`src/rtl/fetch_unit_if.sv`:
```
// Bundle of the fetch stage's instruction-memory, hazard/redirect and IF/ID
// signals. With FETCH_PERF_EN defined, the performance counter outputs are
// carried here as well.
interface fetch_unit_if;
   // instruction memory side
   logic        imemREN;
   logic [31:0] imemaddr;
   logic [31:0] imemload;
   logic        ihit;
   // hazard / branch resolution side
   logic        stall;
   logic        redirect;
   logic [31:0] redirect_addr;
   // IF/ID register side
   logic [31:0] ifinstr;
   logic [31:0] ifJALjump_addr;
   logic        ifW;
   logic        ifRST;
   logic [31:0] fetch_pc;
`ifdef FETCH_PERF_EN
   logic [31:0] perf_fetched;
   logic [31:0] perf_stall_cyc;

   modport master (
      output imemREN, imemaddr, ifinstr, ifJALjump_addr, ifW, ifRST, fetch_pc,
             perf_fetched, perf_stall_cyc,
      input  imemload, ihit, stall, redirect, redirect_addr
   );
   modport slave (
      input  imemREN, imemaddr, ifinstr, ifJALjump_addr, ifW, ifRST, fetch_pc,
             perf_fetched, perf_stall_cyc,
      output imemload, ihit, stall, redirect, redirect_addr
   );
`else
   modport master (
      output imemREN, imemaddr, ifinstr, ifJALjump_addr, ifW, ifRST, fetch_pc,
      input  imemload, ihit, stall, redirect, redirect_addr
   );
   modport slave (
      input  imemREN, imemaddr, ifinstr, ifJALjump_addr, ifW, ifRST, fetch_pc,
      output imemload, ihit, stall, redirect, redirect_addr
   );
`endif
endinterface

```
`src/rtl/fetch_unit.sv`:
```
// Instruction-fetch stage of the 5-stage MIPS pipeline. Owns the PC, requests
// instructions, drops the stale response after a redirect that lands while a
// fetch is outstanding, and stops fetching after a HALT opcode.
// Optional macro FETCH_PERF_EN adds saturating fetch / stall-cycle counters.
module fetch_unit #(
   parameter logic [31:0] PC_INIT = 32'h0000_0000,
   parameter logic [5:0]  HALT_OP = 6'h3F
) (
   input  logic         CLK,
   input  logic         nRST,
   fetch_unit_if.master bus
);

   typedef enum logic [1:0] {RUN, REDIR_WAIT, HALTED} state_t;

   state_t      state_q, state_d;
   logic [31:0] pc_q, pc_d;
   logic        accept;

   // State and PC registers; reset abandons any outstanding request
   always_ff @(posedge CLK or negedge nRST) begin
      if (!nRST) begin
         state_q <= RUN;
         pc_q    <= PC_INIT;
      end else begin
         state_q <= state_d;
         pc_q    <= pc_d;
      end
   end

   // Next state/PC and IF/ID controls; priority is redirect > stall > ihit
   always_comb begin
      state_d            = state_q;
      pc_d               = pc_q;
      accept             = 1'b0;
      bus.ifW            = 1'b1;
      bus.ifRST          = 1'b1;
      bus.ifinstr        = 32'h0;
      bus.imemaddr       = pc_q;
      bus.imemREN        = nRST && (state_q != HALTED);
      bus.ifJALjump_addr = nRST ? (pc_q + 32'd4) : 32'h0;
      bus.fetch_pc       = pc_q;
      case (state_q)
         RUN: begin
            if (bus.redirect) begin
               pc_d = bus.redirect_addr;
               // the request for the old PC is still in flight if no hit now
               if (!bus.ihit) state_d = REDIR_WAIT;
            end else if (bus.stall) begin
               bus.ifW   = 1'b0;
               bus.ifRST = 1'b0;
            end else if (bus.ihit) begin
               accept      = 1'b1;
               bus.ifRST   = 1'b0;
               bus.ifinstr = bus.imemload;
               if (bus.imemload[31:26] == HALT_OP) state_d = HALTED;
               else                                pc_d    = pc_q + 32'd4;
            end
         end
         REDIR_WAIT: begin
            if (bus.redirect) begin
               pc_d = bus.redirect_addr;
            end else begin
               if (bus.stall) begin
                  bus.ifW   = 1'b0;
                  bus.ifRST = 1'b0;
               end
               // the first hit belongs to the pre-redirect request
               if (bus.ihit) state_d = RUN;
            end
         end
         HALTED: begin
            if (bus.redirect) begin
               pc_d    = bus.redirect_addr;
               state_d = RUN;
            end else if (bus.stall) begin
               bus.ifW   = 1'b0;
               bus.ifRST = 1'b0;
            end
         end
         default: begin
            state_d = RUN;
         end
      endcase
      if (!nRST) begin
         bus.ifW     = 1'b1;
         bus.ifRST   = 1'b1;
         bus.ifinstr = 32'h0;
      end
   end

`ifdef FETCH_PERF_EN
   logic [31:0] perf_fetched_q, perf_fetched_d;
   logic [31:0] perf_stall_cyc_q, perf_stall_cyc_d;

   function automatic logic [31:0] sat_inc(input logic [31:0] v, input logic en);
      if (en && (v != 32'hFFFF_FFFF)) return v + 32'd1;
      return v;
   endfunction

   // Counter updates: accepted fetches and cycles spent waiting or stalled
   always_comb begin
      perf_fetched_d   = sat_inc(perf_fetched_q, accept);
      perf_stall_cyc_d = sat_inc(perf_stall_cyc_q,
                                 bus.imemREN && (!bus.ihit || bus.stall));
   end

   // Counter registers
   always_ff @(posedge CLK or negedge nRST) begin
      if (!nRST) begin
         perf_fetched_q   <= 32'h0;
         perf_stall_cyc_q <= 32'h0;
      end else begin
         perf_fetched_q   <= perf_fetched_d;
         perf_stall_cyc_q <= perf_stall_cyc_d;
      end
   end

   assign bus.perf_fetched   = perf_fetched_q;
   assign bus.perf_stall_cyc = perf_stall_cyc_q;
`else
   logic unused_accept;
   assign unused_accept = accept;
`endif

endmodule

```
`src/flat_wrapper.sv`:
```
// flat-port wrapper written by rule: the top's interface ports become plain ports
module fetch_unit_flat 
#(
   parameter logic [31:0] PC_INIT = 32'h0000_0000,
   parameter logic [5:0]  HALT_OP = 6'h3F
)
  (CLK, nRST, bus_imemREN, bus_imemaddr, bus_ifinstr, bus_ifJALjump_addr, bus_ifW, bus_ifRST, bus_fetch_pc, bus_imemload, bus_ihit, bus_stall, bus_redirect, bus_redirect_addr);
  fetch_unit_if bus_i ();
  input  logic CLK;
  input  logic nRST;
  output wire logic [$bits(bus_i.imemREN)-1:0] bus_imemREN;
  output wire logic [$bits(bus_i.imemaddr)-1:0] bus_imemaddr;
  output wire logic [$bits(bus_i.ifinstr)-1:0] bus_ifinstr;
  output wire logic [$bits(bus_i.ifJALjump_addr)-1:0] bus_ifJALjump_addr;
  output wire logic [$bits(bus_i.ifW)-1:0] bus_ifW;
  output wire logic [$bits(bus_i.ifRST)-1:0] bus_ifRST;
  output wire logic [$bits(bus_i.fetch_pc)-1:0] bus_fetch_pc;
  input wire logic [$bits(bus_i.imemload)-1:0] bus_imemload;
  input wire logic [$bits(bus_i.ihit)-1:0] bus_ihit;
  input wire logic [$bits(bus_i.stall)-1:0] bus_stall;
  input wire logic [$bits(bus_i.redirect)-1:0] bus_redirect;
  input wire logic [$bits(bus_i.redirect_addr)-1:0] bus_redirect_addr;
  assign bus_imemREN = bus_i.imemREN;
  assign bus_imemaddr = bus_i.imemaddr;
  assign bus_ifinstr = bus_i.ifinstr;
  assign bus_ifJALjump_addr = bus_i.ifJALjump_addr;
  assign bus_ifW = bus_i.ifW;
  assign bus_ifRST = bus_i.ifRST;
  assign bus_fetch_pc = bus_i.fetch_pc;
  assign bus_i.imemload = bus_imemload;
  assign bus_i.ihit = bus_ihit;
  assign bus_i.stall = bus_stall;
  assign bus_i.redirect = bus_redirect;
  assign bus_i.redirect_addr = bus_redirect_addr;
  fetch_unit #(.PC_INIT(PC_INIT), .HALT_OP(HALT_OP)) u_core (.CLK(CLK), .nRST(nRST), .bus(bus_i));
endmodule
```
`config.mk`:
```
export PLATFORM = sky130hd
export DESIGN_NAME = fetch_unit_flat
export DESIGN_NICKNAME = d
export VERILOG_FILES = /design/src/rtl/fetch_unit_if.sv /design/src/rtl/fetch_unit.sv /design/src/flat_wrapper.sv
export SDC_FILE = /design/constraint.sdc
export NUM_CORES = 1
export LEC_CHECK = 0
export CAP_MARGIN = 20
export CORE_MARGIN = 3
export CORE_UTILIZATION = 39
export DETAILED_ROUTE_END_ITERATION = 8
export HOLD_SLACK_MARGIN = 0.06
export PLACE_DENSITY = 0.83
export SLEW_MARGIN = 25
export SYNTH_ARGS = -nofsm -noshare
export SYNTH_HDL_FRONTEND = slang
export SYNTH_SLANG_ARGS = --single-unit
```
`constraint.sdc`:
```
create_clock -name CLK -period 2.95 [get_ports CLK]
set_input_delay 0.59 -clock CLK [delete_from_list [all_inputs] [get_ports CLK]]
set_output_delay 0.59 -clock CLK [all_outputs]
set_load 0.02 [all_outputs]
```
==> metrics.csv <==
metric;value;unit
outcome;completed;
finalInstanceArea;5564;µm²
coreArea;8258;µm²
die_y;98.45;µm
cts_buffers;5;
cap_violations;0;
worstPathArrival;2.24;ns
synth_area_leader_cell;dfrtp_1;
cts_tree;built;
htreeDepth;2;
ctsHoldBuffers;0;
path_class;reg -> out;
synth-seq-area-share;25.53;%
drt-vias-per-instance;5.599;
placed_cell_area;5466;µm²
io_pins;200;
r2r_cells;6;
synth-async-reset-ratio;100.0;%
clkSinkCount;34;
syn-num-nets;513;
required;2.36;ns
finClkSkew;0.003616;ns
fin_tns_setup;0;ns
grt.total_usage;25.76;%
synthCells;439;
synth_flop_cell;dfrtp_1;
r2r-end;u_core.bus.fetch_pc[19];
start_kind;register;
period_share;96.09;%
drt_iter0_markers;257;
start_util;40.36;%
setup_slack;0.1154;ns
post-place-ws;-0.1496;ns
clock_latency;0.29;ns
p_leak;2.498;nW
worst_hold_path_type;in -> async;
synthTopCellsByCount;nor2_1, and2_1, dfrtp_1, a21oi_1, buf_4;
synthToLayoutAreaGrowth;66.93;%
finalSetupViolations;0;
synth_edf_count;0;
max-clock-path-buffers;2;
antenna_found_initial;0;
ys.warnings.count;0;
worstSetupStartpoint;u_core.bus.fetch_pc[2];
fill_cells;686;
io_buffers;199;
synth_area;3333;µm²
diodes;0;
path_clk_slew;0.08;ns
finalHoldViolCount;0;
power.density;901.3;nW/µm²
cp-end-kind;output pin;
ys_seq_elements;34;
ys_top_cells_by_area;dfrtp_1, buf_4, and2_1, a21oi_1, nor2_1;
post-route-drc-count;0;
vdd_ir_drop_max;0.0004117;V
grt_max_degree;33;
vias;4143;
slew_headroom;48.29;%
fmax;352.8;MHz
wl_per_cell;17.44;µm
crit_end;bus_ifJALjump_addr[29];
row_count;33;
grt_pass1_vias;4051;
synth_cell_types;65;
cts_root_buf;clkbuf_8;
die_area;9692;µm²
gp_congestion;0.8705;
final_antenna_net_count;0;
timing.rr.start;u_core.state_q[0];
grt-ovfl-total;0;
post-dp-hpwl;9811;µm
drive_gt1_share;14.02;%
utilization;67.38;%
finalMaxSlewViolations;0;
worst_pin_slew;0.7754;ns
r2r_slack;0.52;ns
nets;708;
die_w;98.45;µm
hold-worst-slack;0.3307;ns
crit_path_max_fanout;15;
synth_top_area_share;25.53;%
grt_pass1_wl;20490;µm
firstDrtPassIters;5;
yosysMostFrequentCell;nor2_1;
syn_avg_cell_area;7.593;µm²
drt_wl_total;12900;µm
period_needed;2.835;ns
==> routing by layer <==
| layer | global-route usage, % | vias to the layer above | wire, µm |
|---|---|---|---|
| met5 | 0 | - | 0 |
| met4 | 4.517 | 0 | 104 |
| met3 | 5.662 | 10 | 1044 |
| met2 | 47.27 | 209 | 6761 |
| met1 | 31.18 | 1985 | 4992 |
| li1 | - | 1939 | - |
==> registers in the layout, summed over array words and instances, names as in the netlist <==
name                 flops
u_core.bus.fetch_pc     32
u_core.state_q           2
==> worst max-delay path, stage by stage (launching register included) <==
cell           delay, ns
dfrtp_1             0.36
buf_4               0.17
nand4_1             0.18
nor2_4              0.19
nand3_4             0.19
or3_1               0.35
a21oi_1             0.14
dlygate4sd2_1       0.36
==> where the power goes <==
| group | total, W | switching, W | internal, W |
|---|---|---|---|
| Clock | 0.000439 | 0.000190 | 0.000249 |
| Sequential | 0.000851 | 0.000175 | 0.000677 |
| Combinational | 0.00372 | 0.00205 | 0.00168 |
| Total | 0.00502 | 0.00241 | 0.00260 |
==> metrics by stage <==
step | cells | power (W)
finish | 740 | 0.005015
floorplan | 439 | 0.003033
detailed placement | 732 | 0.004586
global route | 740 | 0.005309
global placement | 732 | 0.004514
CTS | 740 | 0.005010
==> cell type report <==
| type | instances | area [µm²] | share of cell area [%] |
|---|---|---|---|
| Sequential cell | 34 | 852.1 | 15.31 |
| Clock buffer | 5 | 68.82 | 1.237 |
| Timing Repair Buffer | 253 | 2360 | 42.41 |
| Tap cell | 105 | 131.4 | 2.361 |
| Multi-Input combinational cell | 330 | 2074 | 37.28 |
| Clock inverter | 3 | 40.04 | 0.7196 |
| Inverter | 10 | 37.54 | 0.6746 |
==> cells by family after synthesis <==
family | after synthesis | share of synthesized area [%]
simple gates | 186 | 30.63
compound gates | 118 | 22.94
buf+inv | 75 | 13.36
flops | 34 | 25.53
xor+xnor | 19 | 4.993
fa+ha+maj | 5 | 1.877
mux | 2 | 0.6756
==> cell usage in the layout, fill, tap and decap left out, types with 12 or more instances in the layout <==
cell type,count
o22ai_1,13
nand3_1,17
nand2_1,26
dfrtp_1,33
buf_4,53
dlymetal6s2s_1,12
a21oi_1,33
nor2_1,40
o21ai_0,28
dlygate4sd2_1,37
and2_1,39
clkdlybuf4s50_1,143
==> timing repair <==
| item | 4_1_cts | 5_1_grt |
|---|---|---|
| cloned | 0 | 0 |
| gates resized for setup | 46 | 25 |
| setup endpoints to repair | 46 | 19 |
| setup buffers | 0 | 0 |
==> how the worst min path moves through the flow <==
stage | depth (start not counted) | from | end | slack (ns)
finish | 2 | nRST | u_core.bus.fetch_pc[0] | 0.33
global route | 2 | nRST | u_core.bus.fetch_pc[14] | 0.35
CTS | 2 | nRST | u_core.bus.fetch_pc[14] | 0.34
detailed placement | 1 | u_core.state_q[1] | u_core.state_q[1] | 0.56
global placement | 1 | u_core.state_q[1] | u_core.state_q[1] | 0.53
floorplan | 0 | nRST | u_core.bus.fetch_pc[0] | 0.29
(Power assumes the default switching activity.)
